==> config.mk <==
export PLATFORM = sky130hd
export DESIGN_NAME = assist_sw_sequencer
export DESIGN_NICKNAME = d
export VERILOG_FILES = /design/src/rtl/assist_pkg.sv /design/src/rtl/assist_step_timer.sv /design/src/rtl/assist_sw_sequencer.sv
export SDC_FILE = /design/constraint.sdc
export NUM_CORES = 1
export LEC_CHECK = 0
export CAP_MARGIN = 5
export CORE_UTILIZATION = 55
export CTS_BUF_LIST = sky130_fd_sc_hd__clkbuf_4 sky130_fd_sc_hd__clkbuf_8
export CTS_CLUSTER_DIAMETER = 100
export DETAILED_ROUTE_END_ITERATION = 10
export PLACE_DENSITY = 0.78
export SLEW_MARGIN = 10
export SYNTH_ARGS = -nofsm -noshare
export SYNTH_HDL_FRONTEND = slang
export SYNTH_HIERARCHICAL = 1
export SYNTH_SLANG_ARGS = --single-unit
==> constraint.sdc <==
create_clock -name clk -period 3.5 [get_ports clk]
set_input_delay 0.7 -clock clk [delete_from_list [all_inputs] [get_ports clk]]
set_output_delay 0.7 -clock clk [all_outputs]
set_load 0.03 [all_outputs]
==> src/rtl/assist_pkg.sv <==
// Shared types for the assistive switch-command interface; the consumer FSM imports this package as well.
package assist_pkg;

  localparam int SW_W  = 4;
  localparam int POS_W = 2;

  typedef enum logic [1:0] {
    IDLE = 2'd0,
    HOLD = 2'd1,
    GAP  = 2'd2
  } state_t;

  function automatic logic [SW_W-1:0] onehot(input logic [POS_W-1:0] p);
    return {{(SW_W-1){1'b0}}, 1'b1} << p;
  endfunction

endpackage

==> src/rtl/assist_step_timer.sv <==
// Loadable down-counter that times the hold and gap phases; it parks at zero until reloaded.
module assist_step_timer #(
  parameter int W = 4
) (
  input  logic         clk,
  input  logic         reset,
  input  logic         load,
  input  logic [W-1:0] load_val,
  output logic         zero
);

  logic [W-1:0] cnt;

  always_ff @(posedge clk or posedge reset) begin
    if (reset) begin
      cnt <= '0;
    end else if (load) begin
      cnt <= load_val;
    end else if (cnt != '0) begin
      cnt <= cnt - 1'b1;
    end
  end

  assign zero = (cnt == '0);

endmodule

==> src/rtl/assist_sw_sequencer.sv <==
// Walks the consumer around its one-hot ring to a requested position, one debounce-safe code at a time.
// Optional abort input is built in when ASSIST_SEQ_ABORT_EN is defined.
module assist_sw_sequencer #(
  parameter int HOLD_CYCLES = 8,
  parameter int GAP_CYCLES  = 4,
  parameter int SW_W        = 4
) (
  input  logic            clk,
  input  logic            reset,
  input  logic            cmd_valid,
  input  logic [1:0]      cmd_target,
`ifdef ASSIST_SEQ_ABORT_EN
  input  logic            abort,
`endif
  output logic            cmd_ready,
  output logic [SW_W-1:0] sw,
  output logic [1:0]      pos,
  output logic            busy,
  output logic            done
);
  import assist_pkg::*;

  localparam int MAX_CNT = (HOLD_CYCLES > GAP_CYCLES) ? HOLD_CYCLES : GAP_CYCLES;
  localparam int CNT_W   = $clog2(MAX_CNT + 1);
  localparam logic [CNT_W-1:0] HOLD_LOAD = CNT_W'(HOLD_CYCLES - 1);
  localparam logic [CNT_W-1:0] GAP_LOAD  = CNT_W'((GAP_CYCLES > 0) ? GAP_CYCLES - 1 : 0);

  state_t           state;
  logic [1:0]       steps;
  logic [1:0]       req_steps;
  logic             aborted;
  logic             abort_req;
  logic             tmr_load;
  logic [CNT_W-1:0] tmr_val;
  logic             tmr_zero;

`ifdef ASSIST_SEQ_ABORT_EN
  assign abort_req = abort;
`else
  assign abort_req = 1'b0;
`endif

  // Ring distance in 2-bit wrap arithmetic, so the walk is always forward.
  assign req_steps = cmd_target - pos;
  assign cmd_ready = (state == IDLE);

  assist_step_timer #(.W(CNT_W)) u_timer (
    .clk      (clk),
    .reset    (reset),
    .load     (tmr_load),
    .load_val (tmr_val),
    .zero     (tmr_zero)
  );

  always_comb begin
    tmr_load = 1'b0;
    tmr_val  = HOLD_LOAD;
    case (state)
      IDLE: tmr_load = cmd_valid && (req_steps != 2'd0);
      HOLD: begin
        if (abort_req) begin
          tmr_load = (GAP_CYCLES > 0);
          tmr_val  = GAP_LOAD;
        end else if (tmr_zero) begin
          if (GAP_CYCLES > 0) begin
            tmr_load = 1'b1;
            tmr_val  = GAP_LOAD;
          end else begin
            tmr_load = (steps > 2'd1);
          end
        end
      end
      GAP: tmr_load = tmr_zero && (steps != 2'd0) && !abort_req;
      default: ;
    endcase
  end

  // An aborted command still finishes its gap so the consumer sees a clean release, but never pulses done.
  always_ff @(posedge clk or posedge reset) begin
    if (reset) begin
      state   <= IDLE;
      sw      <= '0;
      pos     <= 2'd0;
      steps   <= 2'd0;
      busy    <= 1'b0;
      done    <= 1'b0;
      aborted <= 1'b0;
    end else begin
      done <= 1'b0;
      case (state)
        IDLE: begin
          if (cmd_valid) begin
            if (req_steps == 2'd0) begin
              done <= 1'b1;
            end else begin
              state   <= HOLD;
              busy    <= 1'b1;
              sw      <= onehot(pos);
              steps   <= req_steps;
              aborted <= 1'b0;
            end
          end
        end
        HOLD: begin
          if (abort_req) begin
            sw      <= '0;
            steps   <= 2'd0;
            aborted <= 1'b1;
            if (GAP_CYCLES > 0) begin
              state <= GAP;
            end else begin
              state <= IDLE;
              busy  <= 1'b0;
            end
          end else if (tmr_zero) begin
            pos   <= pos + 1'b1;
            steps <= steps - 1'b1;
            sw    <= '0;
            if (GAP_CYCLES > 0) begin
              state <= GAP;
            end else if (steps > 2'd1) begin
              sw <= onehot(pos + 1'b1);
            end else begin
              state <= IDLE;
              busy  <= 1'b0;
              done  <= 1'b1;
            end
          end
        end
        GAP: begin
          if (abort_req) begin
            steps   <= 2'd0;
            aborted <= 1'b1;
          end
          if (tmr_zero) begin
            if ((steps != 2'd0) && !abort_req) begin
              state <= HOLD;
              sw    <= onehot(pos);
            end else begin
              state <= IDLE;
              busy  <= 1'b0;
              done  <= !aborted && !abort_req;
            end
          end
        end
        default: begin
          state <= IDLE;
          sw    <= '0;
          busy  <= 1'b0;
        end
      endcase
    end
  end

endmodule

==> impl_results.md <==
- Share of cells above drive strength 1: 14.2%
- WL met1: 822 um
- Syn_area_per_cell: 9.98 sq um
- Crit path launch: state[0]
- Critical path peak fanout: 15
- Post-CTS Hold Buffers: 0
- Vias per std cell: 5.29
- DR vias: 725
- Worst reg2reg path startpoint: u_timer/cnt[0]
- Hold Crit Class: reg -> reg
- Worst path arrival time: 1910 ps
- Mapped cell area: 988 sq um
- Unique masters post-synth: 30
- Vias in the first global route: 669
- Number of synthesized register bits: 16
- CTS Buf Count: 3
- Die area: 1970 sq um
- DP Wirelength: 1370 um
- Minimum clock period: 2610 ps
- Critical path class: reg -> out
- End-of-flow core utilization: 72.9%
- 1st-iter DRT viols: 7
- Top Ports: 14
- Die Wd: 44.4 um
- CTS tree: yes
- Routed wl met3: 71 um
- Final setup violation count: 0
- Setup bufs post-CTS: 0
- Port-buffer cells: 13
- RSZ-0062 raised after global routing: false
- Hold-critical path endpoint: sw[0]
- Ys Warns: 6
- Post-synthesis cell count: 99
- GRT overflow: 0
- Register area share after synthesis: 40.5%
- Largest net degree at the start of global routing: 16
- Drt drc: 0
- # resized after CTS: 0
- Flop-to-flop setup slack: 1300 ps
- H-tree Lvls: 1
- Final WS setup: 888 ps
- Setup Skew: 1.26 ps
- CTS sink cnt: 16
- Core Area: 1590 sq um
- Clock-pin slew on the worst setup and hold paths: 90 ps
- Antenna cells: 0
- Pre-antenna DRT Iters: 4
- Run status: finished, final reports clean
- Fmax: 0.383 GHz
- Layout Nets: 128
- Met2 WL: 841 um
- Max Slew Vio Count: 0
- ANT nets after route: 0
- DR WL/cell: 12.9 um
- Final worst-path cycle share: 74.6%
- Worst-Skew Late Latency: 280 ps
- Global-route wire length before repair: 2940 um
- Top layer in use: met4
- Final wirelength: 1770 um
- Max cap viols: 0
- Critical path endpoint category: output pin
- Clock buffer depth: 2
- Power per cell area: 953 nW/um^2
- Cell row count: 14
- Peak VDD IR: 0.517 mV
- Final hold vios: 0
- Fin Setup TNS: 0 ps
- Initial Util: 62.0%
- Reg-to-reg endpoint: u_timer/cnt[3]
- WHS Path Cells: 1
- Setup crit start kind: flip-flop
- Die H: 44.4 um
- WP data required: 2800 ps
- Worst hold start: sw[0]
- CTS root buf: clkbuf_4
- Pre-CTS setup slack: 907 ps
- Reg2reg path depth: 9
- P_leak: 0.542 nW
- GP Congestion: 0.835
- Initial antenna violation count: 0
- Layout area overhead: 17.6%
- Gr usage total: 21.3%
[stage by stage]
stage                     cells  hold WS (ps)  power [mW]  cell area (sq um)
after floorplan             100           466       0.843                992
after global placement      134           487       0.989               1140
after detailed placement    134           498        1.02               1140
after CTS                   137           524        1.12               1160
after global routing        137           546        1.20               1160
final                       137           521        1.11               1160
[cells in the mapped netlist]
library cell | instances | area, sq um
buf_2 | 1 | 5.00
a21oi_1 | 4 | 20.0
mux2_2 | 7 | 78.8
a31oi_1 | 2 | 12.5
mux2i_1 | 3 | 30.0
nand3_1 | 1 | 5.00
conb_1 | 2 | 7.51
a2111oi_0 | 1 | 8.76
o21ai_1 | 1 | 5.00
clkbuf_1 | 2 | 7.51
nand2_1 | 9 | 33.8
and2b_1 | 1 | 7.51
or2_2 | 2 | 12.5
ha_1 | 8 | 100
o22ai_1 | 1 | 6.26
a221o_1 | 1 | 10.0
o21bai_1 | 1 | 7.51
nor3_1 | 2 | 10.0
nor3b_1 | 1 | 7.51
nor2b_1 | 5 | 31.3
nor2_1 | 3 | 11.3
a31oi_4 | 1 | 21.3
nor3b_4 | 1 | 18.8
inv_1 | 10 | 37.5
nand2_2 | 1 | 6.26
dfrtp_1 | 16 | 400
nand2b_1 | 3 | 18.8
xnor2_2 | 1 | 16.3
xnor2_1 | 3 | 26.3
o21ai_0 | 5 | 25.0
[report_power, final]
group	switching (mW)	total [mW]	internal [mW]	leakage [nW]
Clock	0.0584	0.0983	0.0399	0.0138
Combinational	0.333	0.640	0.307	0.332
Sequential	0.102	0.369	0.267	0.197
Total	0.494	1.11	0.613	0.542
[cell families after synthesis]
group,after synthesis,share of synthesized area [%]
fa+ha+maj,8,10.1
mux,10,11.0
other cells,2,0.760
compound gates,17,11.8
buf+inv,13,5.06
simple gates,29,16.5
flops,16,40.5
xor+xnor,4,4.30
[placed cells by master, fill, tap and decap left out, drive strengths merged]
master	n
a221o	1
o22ai	1
nor3	2
a21oi	4
ha	8
nand3	1
a2111oi	1
conb	3
nand2b	3
nand2	10
and2b	1
nor2	3
o21bai	1
mux2i	3
mux2	7
inv	10
xnor2	4
dfrtp	16
nor2b	5
clkbuf	3
a31oi	3
or2	2
o21ai	6
nor3b	2
clkdlybuf4s50	13
[flip-flops by register name (all words and copies together), names as in the netlist]
signal and flops:
steps 2, u_timer/cnt 4, done 1, sw 4
pos 2, state 2, busy 1
[area by class of cell]
| class | instances | area (sq um) |
|---|---|---|
| multi-input cells | 71 | 542 |
| fillers | 111 | 432 |
| flip-flops and latches | 16 | 400 |
| repair buffers | 13 | 130 |
| inverters | 10 | 37.5 |
| well taps | 24 | 30.0 |
| clock buffers | 3 | 22.5 |
[metal layers]
layer  up-vias  GRT usage (%)
li1        357              -
met1       345           27.7
met2        19           34.7
met3         4           2.45
met4         0           10.9
met5         -              0
[critical path: stages (launching register included)]
cell	delay, ps
dfrtp_1	550
nor2_1	340
clkdlybuf4s50_1	740
[worst max-delay path by stage]
stage / end / cells past startpoint / slack (ps)
final: cmd_ready / 2 / 890
after global routing: cmd_ready / 2 / 810
after CTS: cmd_ready / 2 / 880
after detailed placement: u_timer/cnt[3] / 8 / 910
after global placement: u_timer/cnt[3] / 8 / 990
after floorplan: u_timer/cnt[3] / 8 / 1430
(Power assumes the default switching activity.)
